<file path="src/rtl/count_readout_sched_pkg.sv">
// count_readout_sched_pkg: shared FSM states, frame header layout and header builder
package count_readout_sched_pkg;
  typedef enum logic [2:0] {IDLE, GRANT, START, WAIT_DONE, GAP} state_t;
  localparam int HDR_W = 8;
  localparam int HDR_CH = 7;
  localparam int HDR_SEQ_HI = 6;
  localparam int HDR_SEQ_LO = 3;
  localparam int HDR_OVR = 2;
  localparam int HDR_SYNC_HI = 1;
  localparam int HDR_SYNC_LO = 0;
  localparam logic [1:0] SYNC_MARK = 2'b10;
  function automatic logic [HDR_W-1:0] make_hdr(input logic ch, input logic [3:0] seq, input logic ovr);
    logic [HDR_W-1:0] h;
    h = '0;
    h[HDR_CH] = ch;
    h[HDR_SEQ_HI:HDR_SEQ_LO] = seq;
    h[HDR_OVR] = ovr;
    h[HDR_SYNC_HI:HDR_SYNC_LO] = SYNC_MARK;
    return h;
  endfunction
endpackage

</file>
<file path="src/rtl/count_readout_sched_cap_hold_slot.sv">
// cap_hold_slot: one-word capture buffer with pending flag, sticky overrun and drop strobe
module cap_hold_slot #(
  parameter int WIDTH = 32
) (
  input  logic             clk,
  input  logic             reset,
  input  logic             cap_valid,
  input  logic [WIDTH-1:0] cap_data,
  input  logic             take,
  output logic [WIDTH-1:0] hold,
  output logic             pend,
  output logic             ovr,
  output logic             drop
);
  logic [WIDTH-1:0] hold_q, hold_d;
  logic pend_q, pend_d, ovr_q, ovr_d;
  always_comb begin
    drop = cap_valid & pend_q & ~take;
    hold_d = (cap_valid & (~pend_q | take)) ? cap_data : hold_q;
    pend_d = cap_valid | (pend_q & ~take);
    ovr_d = drop | (ovr_q & ~take);
  end
  always_ff @(posedge clk) begin
    if (reset) begin
      hold_q <= '0;
      pend_q <= 1'b0;
      ovr_q <= 1'b0;
    end else begin
      hold_q <= hold_d;
      pend_q <= pend_d;
      ovr_q <= ovr_d;
    end
  end
  assign hold = hold_q;
  assign pend = pend_q;
  assign ovr = ovr_q;
endmodule

</file>
<file path="src/rtl/count_readout_sched.sv">
// count_readout_sched: round-robin framing of two capture channels onto a start/done serial shifter
module count_readout_sched
  import count_readout_sched_pkg::*;
#(
  parameter int WIDTH = 32,
  parameter int GAP_CYC = 16,
  parameter int TIMEOUT_CYC = 4096
) (
  input  logic                   clk,
  input  logic                   reset,
  input  logic                   en,
  input  logic [1:0]             cap_valid,
  input  logic [WIDTH-1:0]       cap_data0,
  input  logic [WIDTH-1:0]       cap_data1,
  output logic                   tx_start,
  output logic [WIDTH+HDR_W-1:0] tx_frame,
  input  logic                   tx_done,
  output logic                   busy,
  output logic                   grant_ch,
  output logic [1:0]             ovr_sticky,
  output logic                   timeout_err,
  output logic [7:0]             drop_cnt
);
  localparam int CNT_W = $clog2(TIMEOUT_CYC > GAP_CYC ? TIMEOUT_CYC : GAP_CYC) + 1;
  state_t state_q, state_d;
  logic [CNT_W-1:0] cnt_q, cnt_d;
  logic sel_q, sel_d, rr_q, rr_d, grant_ch_q, grant_ch_d, timeout_q, timeout_d;
  logic [1:0][3:0] seq_q, seq_d;
  logic [WIDTH+HDR_W-1:0] tx_frame_q, tx_frame_d;
  logic [7:0] drop_q, drop_d;
  logic [8:0] drop_sum;
  logic [1:0] take, pend, ovr, drop;
  logic [WIDTH-1:0] cap_d [2];
  logic [WIDTH-1:0] hold [2];
  assign cap_d[0] = cap_data0;
  assign cap_d[1] = cap_data1;
  for (genvar i = 0; i < 2; i++) begin : g_slot
    cap_hold_slot #(.WIDTH(WIDTH)) u_slot (
      .clk(clk),
      .reset(reset),
      .cap_valid(cap_valid[i]),
      .cap_data(cap_d[i]),
      .take(take[i]),
      .hold(hold[i]),
      .pend(pend[i]),
      .ovr(ovr[i]),
      .drop(drop[i])
    );
  end
  always_comb begin
    state_d = state_q;
    cnt_d = cnt_q + CNT_W'(1);
    sel_d = sel_q;
    rr_d = rr_q;
    seq_d = seq_q;
    tx_frame_d = tx_frame_q;
    grant_ch_d = grant_ch_q;
    timeout_d = timeout_q;
    take = '0;
    drop_sum = {1'b0, drop_q} + 9'(drop[0]) + 9'(drop[1]);
    drop_d = drop_sum[8] ? 8'hff : drop_sum[7:0];
    case (state_q)
      IDLE: begin
        cnt_d = '0;
        if (en && |pend) begin
          state_d = GRANT;
          sel_d = &pend ? ~rr_q : pend[1];
        end
      end
      GRANT: begin
        take[sel_q] = 1'b1;
        tx_frame_d = {make_hdr(sel_q, seq_q[sel_q], ovr[sel_q]), hold[sel_q]};
        seq_d[sel_q] = seq_q[sel_q] + 4'd1;
        rr_d = sel_q;
        grant_ch_d = sel_q;
        state_d = START;
      end
      START: begin
        cnt_d = '0;
        state_d = WAIT_DONE;
      end
      WAIT_DONE: begin
        // done in the final timer cycle still counts as a clean completion
        if (tx_done || cnt_q == CNT_W'(TIMEOUT_CYC - 1)) begin
          timeout_d = timeout_q | ~tx_done;
          cnt_d = '0;
          state_d = GAP;
        end
      end
      GAP: state_d = (cnt_q == CNT_W'(GAP_CYC - 1)) ? IDLE : GAP;
      default: state_d = IDLE;
    endcase
  end
  always_ff @(posedge clk) begin
    if (reset) begin
      state_q <= IDLE;
      cnt_q <= '0;
      sel_q <= 1'b0;
      rr_q <= 1'b1;
      seq_q <= '0;
      tx_frame_q <= '0;
      grant_ch_q <= 1'b0;
      timeout_q <= 1'b0;
      drop_q <= '0;
    end else begin
      state_q <= state_d;
      cnt_q <= cnt_d;
      sel_q <= sel_d;
      rr_q <= rr_d;
      seq_q <= seq_d;
      tx_frame_q <= tx_frame_d;
      grant_ch_q <= grant_ch_d;
      timeout_q <= timeout_d;
      drop_q <= drop_d;
    end
  end
  assign tx_start = state_q == START;
  assign busy = state_q != IDLE;
  assign tx_frame = tx_frame_q;
  assign grant_ch = grant_ch_q;
  assign ovr_sticky = ovr;
  assign timeout_err = timeout_q;
  assign drop_cnt = drop_q;
endmodule

</file>
<file path="config.mk">
export PLATFORM = sky130hd
export DESIGN_NAME = count_readout_sched
export DESIGN_NICKNAME = d
export VERILOG_FILES = /design/src/rtl/count_readout_sched_pkg.sv /design/src/rtl/count_readout_sched_cap_hold_slot.sv /design/src/rtl/count_readout_sched.sv
export SDC_FILE = /design/constraint.sdc
export NUM_CORES = 1
export LEC_CHECK = 0
export ABC_AREA = 1
export CAP_MARGIN = 20
export CORE_MARGIN = 2
export CORE_UTILIZATION = 27
export DETAILED_ROUTE_END_ITERATION = 10
export GPL_TIMING_DRIVEN = 1
export SLEW_MARGIN = 25
export SYNTH_ARGS = -nofsm -noshare
export SYNTH_HDL_FRONTEND = slang
export SYNTH_SLANG_ARGS = --single-unit
</file>
<file path="constraint.sdc">
create_clock -name clk -period 2.1 [get_ports clk]
set_input_delay 0.42 -clock clk [delete_from_list [all_inputs] [get_ports clk]]
set_output_delay 0.42 -clock clk [all_outputs]
set_load 0.005 [all_outputs]
</file>
After elaboration in Yosys (flattened, before gate mapping). Cells that the tools add are included.

Add/subtract/negate cells: 4. $lt $le $gt $ge: 3. Eq/ne operators: 8. Muxes and demuxes: 21. Bitwise gates (word level): 24. Reductions and logical operators: 11.

Operator list (count): 32-bit two-way mux (3); 13-bit one-hot mux with 2 select lines (1); 3-bit one-hot mux with 5 select lines (1); 13-bit by 1-bit adder with 13-bit output, second input constant (1); 13-bit by 12-bit equality test with 1-bit output, second input constant (1); 13-bit by 4-bit equality test with 1-bit output, second input constant (1); 13-bit two-way mux (1); 4-bit two-way mux (3); 1-bit bitwise AND (10); 8-bit by 1-bit adder with 9-bit output (1); 9-bit by 1-bit adder with 9-bit output (1); 3-bit two-way mux (3); 8-bit bitwise mux (1); 8-bit two-way mux (1); 2-bit AND reduction (4); 1-bit bitwise OR (7); 3-bit by 2-bit equality test with 1-bit output, second input constant (2); 1-bit NOT (6); 4-bit by 1-bit adder with 4-bit output, second input constant (1); 4-bit demux with 1-bit select (1); 1-bit two-way mux (4); 2-bit inequality test, second input constant (2); 2-bit OR reduction (2); 3-bit by 1-bit equality test with 1-bit output, second input constant (1); other kinds (11) (12).

Bits in registers: 143. Input bits: 70. Output and inout port bits: 54. Logic and storage cells: 87.

Depth between registers and ports, before layout. Gate-level depths: netlist (run 1).

Word-level depth: 10. Gate-level depth with buffers: 13. Gate-level depth less buffers: 13.

Hierarchy. A second synthesis (run 1) with hierarchy kept.

Cell total of the unflattened synthesis: 865. Area total of the unflattened synthesis: 6203.4 sq um.

By module, submodules not included: count_readout_sched (times used 1, cells an instance 425, area each 3183.1 sq um, sequential area each 1481.4 sq um); cap_hold_slot (times used 2, cells an instance 220, area each 1510.2 sq um, sequential area each 680.7 sq um).

Worst setup path after synthesis (run 1). Ideal clock, no wire load.

Path kind: input to register. From: input port cap_valid[1]. To: register drop_q[4], in the netlist drop_cnt[4]. Setup time: 0.057 ns. Arrival time: 1.970 ns. Required time: 2.043 ns. Path slack: 0.073 ns. Cell stages on the path: 12. Cells stage by stage: clkbuf_1 > nand2_1 > nor2_1 > fa_1 > nand3_1 > nor2_1 > inv_1 > or2_2 > clkbuf_1 > o21ai_0 > nand2_1 > inv_1.

Cells in the longest elaborated chain, start to end: 4.

Ends and longest elaborated chain: start: declaration (RTL line count_readout_sched.sv:12) `input logic [1:0] cap_valid,`; 1-bit bitwise AND (2 in a row) (RTL line count_readout_sched_cap_hold_slot.sv:18) `drop = cap_valid & pend_q & ~take;`; 9-bit by 1-bit adder with 9-bit output (RTL line count_readout_sched.sv:60) `drop_sum = {1'b0, drop_q} + 9'(drop[0]) + 9'(drop[1]);`; 8-bit two-way mux (RTL line count_readout_sched.sv:61) `drop_d = drop_sum[8] ? 8'hff : drop_sum[7:0];`; end signal: assignment (RTL line count_readout_sched.sv:114) `drop_q <= drop_d;`; end: declaration (RTL line count_readout_sched.sv:30) `logic [7:0] drop_q, drop_d;`.

Every way passes these cells. A chain may end at the register's enable or synchronous reset.

Worst setup path after layout (run 1).
From: register state_q[2]. To: register g_slot[1].u_slot.hold_q[18].

Cells in the longest elaborated chain, start to end: 4.

Ends and longest elaborated chain: start: declaration (RTL line count_readout_sched.sv:25) `state_t state_q, state_d;`; start signal: assignment (RTL line count_readout_sched.sv:106) `state_q <= state_d;`; 3-bit by 1-bit equality test with 1-bit output (RTL line count_readout_sched.sv:62) `case (state_q)`; 2-bit two-way mux (RTL line count_readout_sched.sv:62); 1-bit bitwise OR (RTL line count_readout_sched_cap_hold_slot.sv:19) `hold_d = (cap_valid & (~pend_q | take)) ? cap_data : hold_q;`; 1-bit bitwise AND (RTL line count_readout_sched_cap_hold_slot.sv:19); end signal: assignment (RTL line count_readout_sched_cap_hold_slot.sv:29) `hold_q <= hold_d;`; end: declaration (RTL line count_readout_sched_cap_hold_slot.sv:15) `logic [WIDTH-1:0] hold_q, hold_d;`.

Every way passes these cells.

==> results of run 1 <==
==> placed cells by master (no fill, tap or decap), types with 3 or more instances in the layout <==
cell type and instances:
dfxtp_1 141, a21oi_1 18, nor2_1 168, xnor2_1 4
nand4_1 3, xor2_1 10, bufinv_16 3, inv_6 3
buf_12 5, o21ai_0 13, nor2_2 3, inv_2 5
nand3b_1 64, nor2_4 3, clkdlybuf4s50_1 119, clkinvlp_4 4
buf_4 19, clkbuf_16 17, nand2_1 223, nand3_1 12
a31oi_1 34, inv_1 28
==> repair_timing <==
action | CTS | global route
resized for setup | 4 | 6
endpoints found under the setup margin | 2 | 38
setup buffers | 0 | 2
==> cell type report <==
cell class              instances  area share, %
flip-flops and latches        142          35.02
multi-input cells             571          33.61
repair buffers                146          17.98
clock buffers                  19          5.578
well taps                     280          4.314
clock inverters                12          1.972
inverters                      33          1.525
==> how the worst max path moves through the flow <==
stage / from / end / slack (ns)
floorplan: cap_valid[1] / drop_cnt[4] / 0.07
global placement: cap_valid[0] / drop_cnt[6] / -0.24
CTS: state_q[0] / busy / 0.01
detailed placement: cap_valid[0] / drop_cnt[6] / -0.27
finish: state_q[2] / g_slot[1].u_slot.hold[18] / 0.16
global route: state_q[2] / g_slot[1].u_slot.hold[2] / -0.006
==> cell usage after synthesis <==
master,n
a21oi_1,18
a21oi_4,2
a31oi_1,34
buf_1,6
buf_2,9
buf_4,10
clkbuf_1,26
conb_1,1
dfxtp_1,142
fa_1,1
ha_1,2
inv_1,30
inv_2,3
mux2i_1,1
nand2_1,223
nand3_1,12
nand3_4,1
nand3b_1,64
nand4_1,3
nor2_1,172
nor2_4,2
nor3_1,1
o211ai_1,1
o21a_1,1
o21ai_0,14
o22ai_1,2
or2_2,2
xnor2_1,4
xor2_1,10
==> sequential cells by signal (all words and copies together), names as in the netlist <==
register,count
g_slot.u_slot.ovr,2
g_slot.u_slot.pend,2
drop_cnt,8
g_slot.u_slot.hold,64
grant_ch,1
rr_q,1
state_q,3
seq_q,8
tx_frame,38
cnt_q,13
timeout_err,1
sel_q,1
==> power by group through the flow <==
stage          sequential (mW)  combinational [mW]  clock (mW)
6_report                  2.95               0.880        3.14
5_1_grt                   2.97               0.993        3.33
4_1_cts                   2.95               0.895        3.21
3_5_place_dp              3.01               0.888           0
3_3_place_gp              3.01               0.879           0
2_1_floorplan             2.99               0.489           0
==> worst min-delay path, stage by stage <==
cell and delay, ns:
buf_2 0.09, inv_2 0.10, nand2_1 0.10, nor2_1 0.04
==> cells by family (layout without fill, tap and decap cells) <==
family,after synthesis,count (layout)
simple gates,480,480
flops,142,142
buf+inv,84,210
compound gates,72,72
xor+xnor,14,14
fa+ha+maj,3,3
other cells,1,1
mux,1,1
==> per-layer routing <==
metal	GRT usage (%)	share of wire, %	vias up
met5	0	0	-
met4	3.738	0.73	0
met3	4.136	5.0	13
met2	25.10	47	103
met1	19.42	47	2344
li1	-	-	2765
==> metrics by stage <==
stage | instances | setup TNS (ns) | hold slack (ns)
floorplan | 797 | 0 | 0.4260
global placement | 1170 | -4.059 | 0.4430
detailed placement | 1170 | -5.270 | 0.4444
CTS | 1201 | 0 | 0.3704
global route | 1203 | -0.01176 | 0.4033
finish | 1203 | 0 | 0.3813
==> metrics.csv, run 1 <==
metric,value,unit
"Req. time, crit path",2.41,ns
outcome,"complete, no violations",
multi-input logic area,2729,sq um
Initial DRT Pass Iterations,4,
buffers added on ports,122,
mux cell area share after synthesis,0.1691,%
synth warn,0,
share of cells above drive strength 1,7.909,%
Worst Reg-to-Reg Cells,10,
Synth Net Count,870,
Lkg Pwr,3.109,nW
power per cell area,858.0,nW/um^2
Fillers,2284,
Synth area leaders,"dfxtp_1 (48%), nand2_1 (14%), nor2_1 (11%), nand3b_1 (8.1%), a31oi_1 (3.6%)",
XOR/XNOR Fraction of Synth Area,2.071,%
count of final setup violators,0,
final worst slack,0.1560,ns
DP Area,7475,sq um
Setup Skew,0.009363,ns
cell type with the largest total area after synthesis,dfxtp_1,
cells after synthesis,797,
Num CTS Buffers,17,
Post-DP HPWL,10.87,mm
die width,152.1,um
final worst path period share,92.57,%
pre-CTS setup slack,-0.2672,ns
worst-path cell chain,inv_2 -> nand3_4 -> nor2_4 -> buf_4 -> inv_2 -> nand2_1 -> buf_12 -> nand3b_1 -> nand2_1 -> nor2_1,
clock buffer depth,2,
post-synthesis instance area,5921,sq um
sequential fraction of design power,42.3,%
critical path's slowest cell,buf_4,
post-synth cell types,29,
initial antenna violation count,0,
worst reg2reg startpoint,state_q[2],
Sw Ratio,25.20,%
hold buffers post-CTS,0,
Die ar.,23130,sq um
first-pass GRT wire length,27.63,mm
remaining antenna violation count,0,
share of the synthesized area in the top cell type,48.01,%
largest family of logic cells by synthesized area,simple AND/OR/NAND/NOR gates,
Fmax achieved,0.5144,GHz
pin count of the biggest net entering global routing,52,
post-synthesis compound-gate area fraction,7.312,%
Worst path depth,10,
arrival time at the worst endpoint,2.26,ns
worst-path maximum fanout,35,
register area,2844,sq um
routed vias,5225,
Final Hold Vio Count,0,
Crit path largest cell delay,0.43,ns
clk slew on worst S/H paths,0.06,ns
worst IR drop on VDD,0.3760,mV
hold path startpoint,reset,
remaining global-route overflow,0,
Syn Area/Cell,7.429,sq um
Initial Utilization,27.30,%
kind of critical path,register to register,
CTS tree,done,
cell-internal power,5.212,mW
Placeable Area,21690,sq um
Slew headroom,54.51,%
clock root buffer,clkbuf_16,
WHS Endpoint,g_slot[0].u_slot.hold[6],
DR vias/cell,4.343,
Critical Path End Type,register,
Power Total,6.967,mW
Reg2Reg Capture Point,g_slot[1].u_slot.hold[18],
sequential area share after synthesis,48.01,%
simple-gate area share of the yosys netlist,35.46,%
family with the most delay on the worst path,buffers and inverters,
Switching Power,1.756,mW
post-layout min period,1.944,ns
vias in the first global route,5145,
Final Instance Area,8120,sq um
Placer Congestion,0.7399,
max cap viols,0,
Gate power share,12.6,%
internal reg-to-reg setup slack,0.16,ns
Seq cells post-synth,142,
share of total power in the clock network,45.0,%
worst path bufs/invs,4,
Worst Hold Path Cells,4,
I/O pins,124,
max-slew violations,0,
H-tree lvl count,4,
Setup crit start kind,register,
DRC viols,0,
clk sinks,142,
area grow syn2layout,37.15,%
Synth Area in Adders,0.7608,%
worst-skew pair later-pin latency,0.42,ns
Die H,152.1,um
DRT iter0 DRCs,257,
post-layout util,37.44,%
wire per inst,14.05,um
Worst Tran Pin Value,0.6824,ns
total wire length,16.90,mm
# rows,54,
Global Route Usage Sum,15.08,%
Hold Crit Class,input pin to register,
final net count,984,
ant diodes,0,
No activity file was read; power rests on OpenSTA's default activity.
==> inputs of run 2 (changes only) <==
--- a/config.mk
+++ b/config.mk
@@ -11,6 +11,7 @@
 export CORE_UTILIZATION = 27
 export DETAILED_ROUTE_END_ITERATION = 10
 export GPL_TIMING_DRIVEN = 1
+export SETUP_SLACK_MARGIN = 0.15
 export SLEW_MARGIN = 25
 export SYNTH_ARGS = -nofsm -noshare
 export SYNTH_HDL_FRONTEND = slang
==> metrics.csv, run 2 (synthesized netlist as in run 1, its figures left out) <==
metric,value,unit
post-layout min period,1.864,ns
Post-DP HPWL,10.81,mm
worst IR drop on VDD,0.3871,mV
Fmax achieved,0.5365,GHz
Placer Congestion,0.7511,
total wire length,17.16,mm
worst-skew pair later-pin latency,0.42,ns
clk slew on worst S/H paths,0.06,ns
Die H,152.1,um
routed vias,5316,
"Req. time, crit path",2.46,ns
Worst Tran Pin Value,0.6893,ns
remaining antenna violation count,0,
Fillers,2265,
I/O pins,124,
vias in the first global route,5013,
pre-CTS setup slack,-0.3259,ns
worst-path maximum fanout,6,
placed insts,1166,
die width,152.1,um
clk sinks,142,
"commonest non-fill, non-tap cell in the layout",nand2_1,
Die ar.,23130,sq um
Slew headroom,54.05,%
Lkg Pwr,3.092,nW
max FFs per register,64,
post-layout util,37.36,%
final worst slack,0.2361,ns
Setup crit start kind,register,
clock buffer depth,2,
CTS tree,done,
final worst path period share,88.76,%
arrival time at the worst endpoint,2.22,ns
Initial DRT Pass Iterations,4,
Final Hold Vio Count,0,
pin count of the biggest net entering global routing,52,
final net count,985,
Critical Path End Type,register,
max-slew violations,0,
power per cell area,830.1,nW/um^2
Global Route Usage Sum,14.80,%
H-tree lvl count,4,
share of cells above drive strength 1,8.973,%
# rows,54,
kind of critical path,register to register,
DRT iter0 DRCs,227,
Final Instance Area,8103,sq um
first-pass GRT wire length,26.97,mm
DRC viols,0,
max cap viols,0,
Initial Utilization,27.30,%
clock root buffer,clkbuf_16,
count of final setup violators,0,
DP Area,7420,sq um
wire per inst,14.23,um
RSZ-0062 raised after global routing,yes,
area grow syn2layout,36.86,%
initial antenna violation count,1,
DR vias/cell,4.408,
Num CTS Buffers,17,
WHS,0.4630,ns
Post-Layout Cell Count,1206,
outcome,"complete, no violations",
buffers added on ports,122,
remaining global-route overflow,0,
Hold Crit Class,register to register,
Setup Skew,0.01836,ns
"commonest non-fill, non-tap cells in the layout","nand2_1 (222), nor2_1 (168), dfxtp_1 (138), clkdlybuf4s50_1 (117), nand3b_1 (64)",
Placeable Area,21690,sq um
hold buffers post-CTS,0,
## run 2: cell count changes in the layout (fill, tap and decap cells not counted), moves of 2 or more
cell / change
clkinv_2: +2
dlygate4sd2_1: +2
dfxtp_4: +2
dfxtp_1: -3
buf_6: +2
bufinv_16: -2
clkdlybuf4s50_1: -2
clkbuf_8: -2
clkinv_4: +2
## run 2: path summary, 6_finish.rpt
check	startpoint	endpoint	slack (ns)	cells past startpoint
max	g_slot[1].u_slot.pend	drop_cnt[4]	0.24	10
min reg2reg	seq_q[5]	seq_q[5]	0.46	2
max reg2reg	g_slot[1].u_slot.pend	drop_cnt[4]	0.24	10
min	seq_q[5]	seq_q[5]	0.46	2
## run 2: worst max-delay path: stages, from the launching register on
cell and delay, ns:
dfxtp_1 0.47, nand2_1 0.11, nor2_2 0.16, fa_2 0.25, nand3_2 0.11, nor2_4 0.11, inv_1 0.05, or2_2 0.33
o21ai_1 0.10, nand2_1 0.07, inv_1 0.06
## run 2: power by group
group	internal [mW]	switching [mW]	total, mW
registers	2.86	0.0937	2.95
clock network	1.64	1.25	2.89
logic	0.413	0.471	0.884
## run 2: layout make-up
cell class | instances | area, sq um | area share (%)
tap | 280 | 350.3 | 4.324
multi-input combinational | 571 | 2749 | 33.93
clock inverter | 15 | 136.4 | 1.683
sequential | 142 | 2853 | 35.21
inverter | 33 | 126.4 | 1.560
timing repair buffer | 147 | 1460 | 18.02
antenna | 1 | 2.502 | 0.03088
clock buffer | 17 | 425.4 | 5.250
## run 2: metrics by stage
stage | setup TNS, ns | total power, mW
after floorplan | 0 | 3.483
after global placement | -4.201 | 3.871
after detailed placement | -5.198 | 3.884
after CTS | 0 | 6.810
after global routing | 0 | 7.045
final | 0 | 6.726
## run 2: what timing repair did
item                                    in CTS  in global routing
pin swaps                                    2                  6
endpoints found under the setup margin      74                 75
setup buffers                                2                  5
resized for setup                           13                 17
endpoints found under the hold margin        0                  0
## run 2: routing by layer
| metal | routed length [um] | vias to the layer above | track usage (%) |
|---|---|---|---|
| met3 | 599 | 11 | 3.309 |
| li1 | - | 2763 | - |
| met1 | 8416 | 2443 | 19.40 |
| met2 | 7973 | 99 | 24.39 |
| met5 | 0 | - | 0 |
| met4 | 171 | 0 | 4.450 |
==> inputs of run 3 (changes only) <==
--- a/config.mk
+++ b/config.mk
@@ -11,6 +11,7 @@
 export CORE_UTILIZATION = 27
 export DETAILED_ROUTE_END_ITERATION = 10
 export GPL_TIMING_DRIVEN = 1
+export REMOVE_ABC_BUFFERS = 1
 export SETUP_SLACK_MARGIN = 0.15
 export SLEW_MARGIN = 25
 export SYNTH_ARGS = -nofsm -noshare
==> constraint.sdc (replaced) <==
create_clock -name clk -period 2.1 [get_ports clk]
set_input_delay 0.315 -clock clk [delete_from_list [all_inputs] [get_ports clk]]
set_output_delay 0.315 -clock clk [all_outputs]
set_load 0.005 [all_outputs]
==> metrics.csv, run 3 (synthesized netlist as in run 1, its figures left out) <==
metric,value,unit
outcome,"complete, no violations",
"Most Used Layer, Global Route",met2,
arrival time at the worst endpoint,2.23,ns
worst-path maximum fanout,6,
Num CTS Buffers,17,
remaining antenna violation count,0,
Global Route met3 Usage,3.765,%
buffers added on ports,122,
Crit path largest cell delay,0.39,ns
worst reg2reg startpoint,state_q[2],
clk sinks,142,
Fillers,2253,
post-layout util,37.09,%
worst IR drop on VDD,0.4830,mV
M2 GR Usage,22.59,%
H-tree lvl count,4,
RSZ-0062 raised after global routing,yes,
"commonest non-fill, non-tap cell in the layout",nand2_1,
Gate power share,12.4,%
Die H,152.1,um
DRT iter0 DRCs,245,
start point of the critical path,state_q[2],
met1 usage,19.10,%
Global Route Usage Sum,14.07,%
Fmax achieved,0.5370,GHz
Switching Power,1.792,mW
"commonest non-fill, non-tap cells in the layout","nand2_1 (222), nor2_1 (168), dfxtp_1 (140), clkdlybuf4s50_1 (118), nand3b_1 (64)",
first-pass GRT wire length,25.99,mm
crit path to,drop_cnt[4],
CTS tree,done,
total negative setup slack,0,ns
Sw Ratio,26.15,%
worst-path cell chain,inv_2 -> nand3_4 -> nor2_4 -> nor2_4 -> fa_2 -> nand3_1 -> nor2_2 -> inv_1 -> or2_4 -> o21ai_0 -> nand2_1 -> inv_1,
routed vias,5307,
critical path's slowest cell,dfxtp_1,
clock root buffer,clkbuf_16,
Final Hold Vio Count,0,
DR vias/cell,4.419,
power per cell area,851.7,nW/um^2
I/O pins,124,
initial antenna violation count,0,
pre-CTS setup slack,0.05666,ns
share of cells above drive strength 1,8.252,%
clock buffer depth,2,
Worst Reg-to-Reg Cells,12,
WHS,0.2810,ns
post-layout min period,1.862,ns
kind of critical path,register to register,
Post-DP HPWL,10.74,mm
# rows,54,
total wire length,16.34,mm
placed insts,1168,
Hold Crit Class,input pin to register,
Initial Utilization,27.30,%
max FFs per register,64,
final worst path period share,88.67,%
ant diodes,0,
die width,152.1,um
final net count,981,
pin count of the biggest net entering global routing,52,
Slew headroom,57.20,%
max cap viols,0,
Reg2Reg Capture Point,drop_cnt[4],
count of final setup violators,0,
area grow syn2layout,35.88,%
Lkg Pwr,3.080,nW
wire per inst,13.61,um
final worst slack,0.2379,ns
remaining global-route overflow,0,
DRC viols,0,
Placer Congestion,0.7766,
Initial DRT Pass Iterations,4,
clk slew on worst S/H paths,0.06,ns
cell-internal power,5.060,mW
Post-Layout Cell Count,1201,
share of total power in the clock network,44.5,%
Setup Skew,0.009182,ns
"Req. time, crit path",2.47,ns
max-slew violations,0,
Worst Tran Pin Value,0.6420,ns
multi-input logic area,2741,sq um
internal reg-to-reg setup slack,0.24,ns
worst-skew pair later-pin latency,0.42,ns
Die ar.,23130,sq um
sequential fraction of design power,43.1,%
Setup crit start kind,register,
Placeable Area,21690,sq um
Critical Path End Type,register,
vias in the first global route,4860,
register area,2845,sq um
==> run 3: area by class of cell <==
class	instances	share of cell area, %
Clock buffer	18	5.459
Clock inverter	14	1.928
Inverter	33	1.540
Multi-Input combinational cell	571	34.07
Sequential cell	142	35.37
Tap cell	280	4.355
Timing Repair Buffer	143	17.28
==> run 3: what timing repair did <==
action                                  CTS  global route
endpoints found under the setup margin   30            45
cloned                                    0             0
resized for setup                         6            11
hold buffers                              0             0
pin swaps                                 1             2
setup buffers                             0             1
==> run 3: routing by layer <==
metal	up-vias	wire length, um
li1	2758	-
met1	2433	8179
met2	107	7378
met3	9	658
met4	0	123
met5	-	0
==> run 3: power groups by stage <==
stage / clock [mW] / sequential (mW) / combinational (mW)
after floorplan: 0 / 2.99 / 0.418
after global placement: 0 / 3.01 / 0.846
after detailed placement: 0 / 3.01 / 0.856
after CTS: 3.13 / 2.95 / 0.860
after global routing: 3.25 / 2.97 / 0.945
final: 3.05 / 2.95 / 0.852
==> run 3: worst min-delay path by stage <==
stage                   endpoint  startpoint  cells after the start  slack, ns
global placement        seq_q[7]    seq_q[7]                      2       0.44
detailed placement      seq_q[7]    seq_q[7]                      2       0.45
CTS                 tx_frame[33]       reset                      3       0.27
global route        tx_frame[33]       reset                      3       0.29
floorplan            drop_cnt[0]       reset                      1       0.38
finish              tx_frame[33]       reset                      3       0.28
==> run 3: through the flow <==
step / area [sq um] / total power [mW]
5_1_grt: 8045 / 7.167
3_3_place_gp: 7400 / 3.853
2_1_floorplan: 5680 / 3.413
6_report: 8045 / 6.852
4_1_cts: 8010 / 6.945
3_5_place_dp: 7400 / 3.866
==> run 3: worst max-delay path, delay by kind of cell (launching register included) <==
family,cells,cell delay [ns]
AND/OR/NAND/NOR,7,0.89
flip-flops,1,0.39
adder cells (fa/ha/maj),1,0.24
buffers and inverters,3,0.22
AO/OA/AOI/OAI,1,0.08
